[src/rtl/seg_display_mux_if.sv]
// seg_display_mux_if: AXI-Stream style word channel carrying two
// seven-segment digit codes (s_data[0] = ones, s_data[1] = tens).
interface seg_display_mux_if;
   logic            s_valid;
   logic            s_ready;
   logic [1:0][6:0] s_data;

   modport master (
      output s_valid,
      output s_data,
      input  s_ready
   );

   modport slave (
      input  s_valid,
      input  s_data,
      output s_ready
   );
endinterface

[src/rtl/seg_display_mux.sv]
// seg_display_mux: holds the last accepted two-digit word and drives a
// two-digit multiplexed LED display with per-slot dead time.
// Ports: clk, rstn (async, active-low), s_axis (slave word channel),
// seg[6:0] (g..a) and an[1:0] (an[0] = ones), polarity set by ACTIVE_LOW.
module seg_display_mux #(
   parameter int REFRESH_DIV = 50000,
   parameter int DEAD        = 500,
   parameter bit BLANK_LZ    = 1'b1,
   parameter bit ACTIVE_LOW  = 1'b1
) (
   input  logic              clk,
   input  logic              rstn,
   seg_display_mux_if.slave  s_axis,
   output logic [6:0]        seg,
   output logic [1:0]        an
);

   localparam int              CW        = $clog2(REFRESH_DIV);
   localparam logic [CW-1:0]   CNT_MAX   = CW'(REFRESH_DIV - 1);
   localparam logic [CW-1:0]   DEAD_C    = CW'(DEAD);
   localparam logic [6:0]      ZERO_CODE = 7'b0111111;

   localparam logic [0:0] IDLE = 1'b0;
   localparam logic [0:0] SHOW = 1'b1;

   logic [0:0]      state;
   logic [1:0][6:0] disp;
   logic [CW-1:0]   cnt;
   logic            d;

   logic            last;
   logic            lit;
   logic [1:0]      an_h;
   logic [6:0]      seg_h;

   assign last = (cnt == CNT_MAX);

   // Words land only on the final cycle of a frame so a pair is never
   // shown half-old, half-new.
   assign s_axis.s_ready = (state == IDLE) || (d && last);

   always_ff @(posedge clk or negedge rstn) begin
      if (!rstn) begin
         state <= IDLE;
         disp  <= '0;
         cnt   <= '0;
         d     <= 1'b0;
      end else if (state == IDLE) begin
         if (s_axis.s_valid) begin
            state <= SHOW;
            disp  <= s_axis.s_data;
            cnt   <= '0;
            d     <= 1'b0;
         end
      end else begin
         if (last) begin
            cnt <= '0;
            d   <= ~d;
            if (d && s_axis.s_valid)
               disp <= s_axis.s_data;
         end else begin
            cnt <= cnt + 1'b1;
         end
      end
   end

   always_comb begin
      lit   = 1'b0;
      an_h  = 2'b00;
      seg_h = 7'b0;
      lit   = (state == SHOW)
            && !(cnt < DEAD_C)
            && !(d && BLANK_LZ && (disp[1] == ZERO_CODE));
      if (lit) begin
         an_h  = d ? 2'b10 : 2'b01;
         seg_h = disp[d];
      end
   end

   assign seg = ACTIVE_LOW ? ~seg_h : seg_h;
   assign an  = ACTIVE_LOW ? ~an_h  : an_h;

endmodule

[src/flat_wrapper.sv]
// flat-port wrapper written by rule: the top's interface ports become plain ports
module seg_display_mux_flat 
#(
   parameter int REFRESH_DIV = 50000,
   parameter int DEAD        = 500,
   parameter bit BLANK_LZ    = 1'b1,
   parameter bit ACTIVE_LOW  = 1'b1
)
  (clk, rstn, seg, an, s_axis_s_valid, s_axis_s_data, s_axis_s_ready);
  seg_display_mux_if s_axis_i ();
  input  logic clk;
  input  logic rstn;
  output logic [6:0] seg;
  output logic [1:0] an;
  input wire logic [$bits(s_axis_i.s_valid)-1:0] s_axis_s_valid;
  input wire logic [$bits(s_axis_i.s_data)-1:0] s_axis_s_data;
  output wire logic [$bits(s_axis_i.s_ready)-1:0] s_axis_s_ready;
  assign s_axis_i.s_valid = s_axis_s_valid;
  assign s_axis_i.s_data = s_axis_s_data;
  assign s_axis_s_ready = s_axis_i.s_ready;
  seg_display_mux #(.REFRESH_DIV(REFRESH_DIV), .DEAD(DEAD), .BLANK_LZ(BLANK_LZ), .ACTIVE_LOW(ACTIVE_LOW)) u_core (.clk(clk), .rstn(rstn), .s_axis(s_axis_i), .seg(seg), .an(an));
endmodule
[config.mk]
export PLATFORM = sky130hd
export DESIGN_NAME = seg_display_mux_flat
export DESIGN_NICKNAME = d
export VERILOG_FILES = /design/src/rtl/seg_display_mux_if.sv /design/src/rtl/seg_display_mux.sv /design/src/flat_wrapper.sv
export SDC_FILE = /design/constraint.sdc
export NUM_CORES = 1
export LEC_CHECK = 0
export CAP_MARGIN = 15
export CORE_UTILIZATION = 42
export CTS_CLUSTER_SIZE = 25
export DETAILED_ROUTE_END_ITERATION = 8
export GPL_TIMING_DRIVEN = 0
export PLACE_DENSITY = 0.63
export SKIP_CTS_REPAIR_TIMING = 1
export SYNTH_ARGS = -nofsm -noshare
export SYNTH_HDL_FRONTEND = slang
export SYNTH_SLANG_ARGS = --single-unit
[constraint.sdc]
create_clock -name clk -period 3.2 [get_ports clk]
set_clock_uncertainty 0.15 [all_clocks]
set_input_delay 0.64 -clock clk [delete_from_list [all_inputs] [get_ports clk]]
set_output_delay 0.64 -clock clk [all_outputs]
set_load 0.02 [all_outputs]
==> qor.yml <==
status: "finished, final reports clean"
numPortBuffers: 26
fill_cells: 321
cts_buffers: 5
regArea_um2: 801
finalNonFillerCells: 246
drive_gt1_share_pct: 26.8
grt_pass1_vias: 1428
netlist_area_um2: 1730
grt_max_degree: 33
cts_tree: "done"
ant_nets: 0
die_h_um: 66.2
multi_input_area_um2: 847
fmax_mhz: 317
critPathCaptureType: "primary output"
dp_cells: 238
htreeDepth: 2
slew_violations: 0
p_total_uw: 1230
ys_ff_latch: 32
cap_violations: 0
insertion_delay_ns: 0.28
synthToLayoutAreaGrowth_pct: 23.8
period_share_pct: 98.5
synth.lib_cells_used.distinct: 36
cp.required_ns: 2.41
avgRoutedWirePerCell_um: 15.8
slew_headroom_pct: 52.1
final-setup-viol-count: 0
hold_path.class: "input port to async pin"
cp_data_arrival_time_ns: 2.36
dr.first_iter.drc_count: 69
wl_um: 3880
period_minus_slack_ns: 3.15
synthesis.nets: 182
tightest_slew_ns: 0.718
grt_usage_pct: 19.4
viasPerCell: 5.77
routed-via-count: 1420
startpoint_type: "flip-flop"
crit_type: "flip-flop to primary output"
worst-path-max-fanout: 4
cts_buffer_depth: 2
num_rows: 22
p_leak_uw: 0.00102
final-hold-violation-count: 0
ios: 27
cts.sinks: 32
routabilityCongestion: 0.891
yosysSeqAreaShare_pct: 46.3
ys_warn_count: 0
mostFrequentLayoutCells: "dfrtp_1, nand2_1, clkdlybuf4s50_1, a31oi_1, mux2_2"
power_per_cell_area_nw_per_um2: 575
grt_antenna_before_repair: 0
ir_drop_mv: 0.318
cts.clk_slew.worst_paths_ns: 0.06
dp_hpwl_um: 2700
drcViolationCount: 0
final_nets: 216
grt_pass1_wl_um: 6430
syn-mean-instance-area_um2: 10.6
diodes: 0
dieArea_um2: 4380
drtPass1Iterations: 4
clockRootBuffer: "clkbuf_8"
die_w_um: 66.2
syn_inst: 164
gr-total-overflow: 0
coreArea_um2: 3800
start_util_pct: 45.6
final_common_cell: "dfrtp_1"
## per-layer routing
layer  part of all wire (%)  GRT usage, %
met5                      0             0
met2                     48          32.0
met1                     44          24.7
met4                    1.8          7.45
met3                    6.3          3.97
## report_power, final
| part | switching [µW] | internal, µW | leakage (µW) |
|---|---|---|---|
| sequential | 101 | 494 | 0.000392 |
| clock | 139 | 191 | 0.0000503 |
| combinational | 160 | 147 | 0.000580 |
## layout make-up
cell class | instances | share of cell area, %
Multi-Input combinational cell | 117 | 39.5
Sequential cell | 32 | 37.4
Timing Repair Buffer | 27 | 10.9
Clock buffer | 7 | 4.50
Buffer | 8 | 3.68
Tap cell | 48 | 2.80
Inverter | 7 | 1.23
## worst max-delay path: stages (launching register included)
cell and delay (ns):
dfrtp_1 0.41, or4_4 0.55, or4_2 0.58, o21ai_4 0.18, nand2b_1 0.14, dlymetal6s2s_1 0.22
## per-stage QoR
stage	area, µm²	TNS [ns]	setup WS (ns)	hold slack (ns)	util, %
global placement	2050	-1.79	-0.227	0.333	54.0
CTS	2140	-5.29	-0.609	0.292	56.4
floorplan	1730	0	0.469	0.194	-
finish	2140	0	0.0470	0.265	56.4
detailed placement	2050	-2.14	-0.283	0.337	53.9
global route	2140	-0.00933	-0.00933	0.329	56.4
## kinds of logic after synthesis
kind of cell	after synthesis	synth area share, %
AOI/OAI and AO/OA	36	12.8
muxes	22	16.4
and+or+nand+nor	58	17.7
buffers and inverters	15	6.07
adders and majority gates	1	0.723
DFF	32	46.3
## registers in the layout (all words and copies together), names as in the netlist
register      cells
u_core.state      1
u_core.cnt       16
u_core.d          1
u_core.disp      14
## final timing paths
kind | from | end | slack [ns] | cells past startpoint
worst min-delay path | rstn | u_core.disp[5] | 0.27 | 1
worst min register to register | u_core.disp[1] | u_core.disp[1] | 0.36 | 1
worst max register to register | u_core.cnt[13] | u_core.d | 0.63 | 7
max in group asynchronous | rstn | u_core.cnt[6] | 2.17 | 1
min in group clk | u_core.disp[1] | u_core.disp[1] | 0.36 | 1
worst max-delay path | u_core.cnt[13] | an[0] | 0.05 | 5
## cell usage after synthesis
cell	number	area, µm²
clkbuf_8	1	13.8
o31ai_1	1	7.51
mux2_2	11	124
and4_1	1	8.76
a41oi_1	2	17.5
nor4_1	1	6.26
inv_1	7	26.3
a22o_1	1	8.76
nand3_1	6	30.0
a31oi_1	13	81.3
clkbuf_1	2	7.51
o21ai_4	1	16.3
ha_1	1	12.5
or2b_1	1	7.51
a21oi_1	9	45.0
buf_12	1	20.0
or4_4	1	11.3
and2_2	2	15.0
nor3_1	4	20.0
buf_6	2	22.5
mux2i_1	1	10.0
or4_1	1	7.51
nor2b_1	1	6.26
dfrtp_1	32	801
nand4_1	4	25.0
nand2_4	1	11.3
or4b_1	1	10.0
or4_2	1	8.76
nor4b_1	1	8.76
buf_4	2	15.0
nand2_1	21	78.8
o21ai_0	9	45.0
mux2_4	10	150
nor2_1	7	26.3
and3_1	2	12.5
nand2b_1	2	12.5
Note: power is estimated with default switching activity, not from simulation.
